--- config.mk ---
export PLATFORM = sky130hd
export DESIGN_NAME = pipeline_ctrl_n
export DESIGN_NICKNAME = d
export VERILOG_FILES = /design/src/rtl/pipeline_ctrl_n.sv
export SDC_FILE = /design/constraint.sdc
export NUM_CORES = 1
export LEC_CHECK = 0
export BUFFER_PORTS_ARGS = -buffer_cell sky130_fd_sc_hd__clkbuf_2
export CAP_MARGIN = 20
export CELL_PAD_IN_SITES_DETAIL_PLACEMENT = 1
export CELL_PAD_IN_SITES_GLOBAL_PLACEMENT = 2
export CORE_MARGIN = 2
export CORE_UTILIZATION = 24
export CTS_BUF_LIST = sky130_fd_sc_hd__clkbuf_8 sky130_fd_sc_hd__clkbuf_16
export DETAILED_ROUTE_END_ITERATION = 8
export GPL_TIMING_DRIVEN = 0
export HOLD_SLACK_MARGIN = 0.15
export MAX_ROUTING_LAYER = met4
export PLACE_DENSITY = 0.79
export SLEW_MARGIN = 0
export SYNTH_ARGS = -nofsm -noshare
export SYNTH_HDL_FRONTEND = slang
export SYNTH_SLANG_ARGS = --single-unit
--- constraint.sdc ---
create_clock -name clk -period 4.7 [get_ports clk]
set_input_delay 0.94 -clock clk [delete_from_list [all_inputs] [get_ports clk]]
set_output_delay 0.94 -clock clk [all_outputs]
set_load 0.01 [all_outputs]
--- src/rtl/pipeline_ctrl_n.sv ---
// Pipeline hazard/exception controller: stall vector from per-stage requests,
// registered multi-cycle flush with PC redirect, and a stall watchdog.
module pipeline_ctrl_n #(
    parameter int          STAGES       = 6,
    parameter int          EXC_W        = 32,
    parameter int          FLUSH_CYCLES = 1,
    parameter logic [31:0] EXC_VECTOR   = 32'h0000_0020,
    parameter int          CNT_W        = 8,
    parameter int          TIMEOUT      = 200
) (
    input  logic              clk,
    input  logic              rst,
    input  logic [STAGES-1:0] stallreq_i,
    input  logic [EXC_W-1:0]  exception_i,
    input  logic              eret_i,
    input  logic [31:0]       cp0_epc_i,
    output logic [STAGES-1:0] stall_o,
    output logic              flush_o,
    output logic [31:0]       new_pc_o,
    output logic [CNT_W-1:0]  stall_cnt_o,
    output logic              stall_timeout_o
);

    localparam int FC_W = (FLUSH_CYCLES > 1) ? $clog2(FLUSH_CYCLES) : 1;

    typedef enum logic {RUN, FLUSH} state_t;

    state_t            state;
    logic [FC_W-1:0]   flush_cnt;
    logic [STAGES-1:0] stall_mask;
    logic              stall_active;
    logic [CNT_W-1:0]  cnt_next;
    logic              unused_pc_stall_req;

    // The PC stage never raises its own stall; its request bit is a don't-care.
    assign unused_pc_stall_req = stallreq_i[0];

    // OR of per-requester prefixes equals the prefix of the highest requester.
    always_comb begin
        stall_mask = '0;
        for (int s = 1; s < STAGES; s++) begin
            if (stallreq_i[s]) begin
                for (int j = 0; j < STAGES; j++) begin
                    if (j <= s) stall_mask[j] = 1'b1;
                end
            end
        end
    end

    assign stall_o      = (state == RUN) ? stall_mask : '0;
    assign stall_active = |stall_o;

    always_comb begin
        cnt_next = '0;
        if (stall_active) begin
            if (&stall_cnt_o) cnt_next = stall_cnt_o;
            else              cnt_next = stall_cnt_o + 1'b1;
        end
    end

    always_ff @(posedge clk or negedge rst) begin
        if (!rst) begin
            state     <= RUN;
            flush_o   <= 1'b0;
            new_pc_o  <= '0;
            flush_cnt <= '0;
        end else begin
            case (state)
                RUN: begin
                    if (|exception_i) begin
                        state     <= FLUSH;
                        flush_o   <= 1'b1;
                        flush_cnt <= FC_W'(FLUSH_CYCLES - 1);
                        new_pc_o  <= eret_i ? cp0_epc_i : EXC_VECTOR;
                    end
                end
                FLUSH: begin
                    if (flush_cnt == '0) begin
                        state   <= RUN;
                        flush_o <= 1'b0;
                    end else begin
                        flush_cnt <= flush_cnt - 1'b1;
                    end
                end
                default: begin
                    state   <= RUN;
                    flush_o <= 1'b0;
                end
            endcase
        end
    end

    // Watchdog is sticky: once the count hits the limit only reset clears it.
    always_ff @(posedge clk or negedge rst) begin
        if (!rst) begin
            stall_cnt_o     <= '0;
            stall_timeout_o <= 1'b0;
        end else begin
            stall_cnt_o <= cnt_next;
            if (cnt_next >= CNT_W'(TIMEOUT)) stall_timeout_o <= 1'b1;
        end
    end

endmodule

==> metrics.yaml <==
timing:
  fin_crit_ns: 3.19
  hold_viol_final: 0
  skew_ns: 0.00769
  setup_viol: 0
  fmax_mhz: 313
  fin_ws_ns: 1.51
  drv_slew: 0
  slew_headroom_pct: 60.4
  max_slew.worst_pin.slew_ns: 0.594
  rsz0062_at_grt: "no"
  fin_crit_sh_pct: 67.9
  fin_setup_tns_ns: 0
placement:
  place_ws_ns: 1.49
  dp_hpwl_um: 4910
  post_dp_cell_area_um2: 2700
  gp_congestion: 0.754
  port_buffers: 119
floorplan:
  core-area_um2: 7810
  row_count: 32
  pin_count: 121
  die_y_um: 94.3
  initial_utilization_pct: 25.1
  design.die.area_um2: 8890
  die_w_um: 94.3
worst_setup_path:
  max_stage_delay_ns: 0.55
  crit_chain: "clkbuf_2 -> or4_4 -> o21bai_4 -> inv_1 -> buf_4 -> clkbuf_2"
  r2r_slack_ns: 2.98
  cp.arrival_ns: 2.25
  required_ns: 3.76
  cpMostUsedCell: "clkbuf_2"
  path_class: "in2out"
  worstSetupStartpointType: "input pin"
  critPathSlowestCell: "or4_4"
  crit_fanout: 9
  setup.worst_path.end_class: "primary output"
routing:
  firstDrtPassIters: 4
  drc: 0
  wl_per_cell_um: 13.8
  drt_iter0_drc: 22
  avgViaCountPerCell: 4.48
  ant_nets: 0
  wirelength_um: 6150
  vias: 2004
final_layout:
  final_cell_mix: "clkbuf_2, nand2_1, dfrtp_1"
  area_growth_pct: 44.9
  final_common_cell: "clkbuf_2"
  drive_gt1_share_pct: 41.7
  finalInstanceArea_um2: 2840
  num_antenna_cells: 0
  layout.nets: 418
global_routing:
  grt_pass1_vias: 2144
  grt_max_degree: 24
  overflow: 0
  grt_pass1_wl_um: 10200
  antenna_found_initial: 0
  grt_usage_pct: 14.8
logic_synthesis:
  synth_area_um2: 1960
  synth.area.top_cells: "dfrtp_1, nand2_1, o21ai_0, nor4_1, nor2_1"
  synthesis.nets: 291
  synth-main-ff-cell: "dfrtp_1"
  yosysUniqueCellTypes: 33
  synth-edff-count: 0
  synth_async_sr_flop_share_pct: 100
  yosysTopAreaCell: "dfrtp_1"
  yosys_warnings: 0
  ys_ff_latch: 43
  synth_top_area_share_pct: 55.0
  yosysSeqAreaShare_pct: 55.0
  synthCells: 217
  synth.avg_cell_area_um2: 9.02
clocking:
  clk_latency_ns: 0.30
  cts_root_buf: "clkbuf_8"
  cts_sinks: 43
  cts_hold_buf: 0
  cts_buffers: 5
  path_clk_slew_ns: 0.09
  cts_setup_buffers: 0
  cts-htree-levels: 2
  cts_tree: "built"
  post_cts_resized: 0
  cts_max_path_buffers: 2
power_and_ir_drop:
  peakVddDrop_mv: 0.111
  power_w: 0.000825
  cellPowerDensity_nw_per_um2: 291
  power_leakage_nw: 1.45
hold_path:
  hold_path_class: "reg2reg"
status:
  status: "completed"
flow_run:
  cap_violations: 0
==> worst paths after layout <==
| path | start | endpoint | cells past startpoint |
|---|---|---|---|
| setup / recovery | stallreq_i[5] | stall_o[1] | 6 |
| hold / removal | stall_timeout_o | stall_timeout_o | 2 |
| setup reg to reg | stall_cnt_o[0] | stall_timeout_o | 7 |
| hold reg to reg | stall_timeout_o | stall_timeout_o | 2 |
| max in group asynchronous | rst | new_pc_o[17] | 2 |
| min in group asynchronous | rst | new_pc_o[4] | 1 |
==> cells in the mapped netlist, types with 2 or more instances <==
cell type and instances:
mux2i_1 2, nor2_1 11, nand2_1 66, a31oi_1 4, inv_1 3, clkbuf_2 2, and2_1 2, dfrtp_1 43
nand3_1 2, o21ai_0 32, clkbuf_1 5, nor2b_1 3, nor3_1 4, nor4_1 8, a211oi_2 2, buf_2 7
nand4_1 4, and3_1 2
==> power by group <==
group,total (W),switching (W),internal [W]
clock network,0.000348,0.000136,0.000212
logic,0.0000847,0.0000438,0.0000409
registers,0.000391,0.00000781,0.000384
==> state kept, by name, summed over array words and instances, names as in the netlist <==
name and count:
new_pc_o 32, state 1, stall_cnt_o 8, stall_timeout_o 1, flush_o 1
==> routing by layer <==
metal  part of all wire, %  vias to the layer above  global-route usage (%)
met5                     0                        -                       -
met4                     0                        0                    2.90
met3                   6.2                        0                    3.77
met2                    49                       59                    24.3
met1                    44                      960                    18.7
li1                      -                      985                       -
==> per-stage QoR <==
| stage | utilization (%) | cells | hold WS [ns] |
|---|---|---|---|
| detailed placement | 34.6 | 439 | 0.474 |
| global route | 36.3 | 447 | 0.519 |
| floorplan | - | 217 | 0.501 |
| CTS | 36.3 | 447 | 0.496 |
| finish | 36.3 | 447 | 0.482 |
| global placement | 34.3 | 438 | 0.453 |
==> worst max-delay path, delay by kind of cell <==
family	cells	cell delay (ns)
AND/OR/NAND/NOR	1	0.55
buffers and inverters	4	0.48
AO/OA/AOI/OAI	1	0.28
==> cell families after synthesis <==
group / count (synthesis) / share of synthesized area [%]
simple gates: 107 / 24.7
compound gates: 45 / 14.0
flops: 43 / 55.0
buf+inv: 18 / 4.22
mux: 2 / 1.02
xor+xnor: 1 / 0.448
fa+ha+maj: 1 / 0.639
==> layout make-up <==
cell class,count,area (um^2)
Clock buffer,5,68.8
Fill cell,981,4970
Timing Repair Buffer,120,616
Multi-Input combinational cell,156,798
Tap cell,102,128
Clock inverter,3,67.6
Inverter,3,11.3
Sequential cell,43,1080
Buffer,15,71.3
No activity file was read; power rests on OpenSTA's default activity.
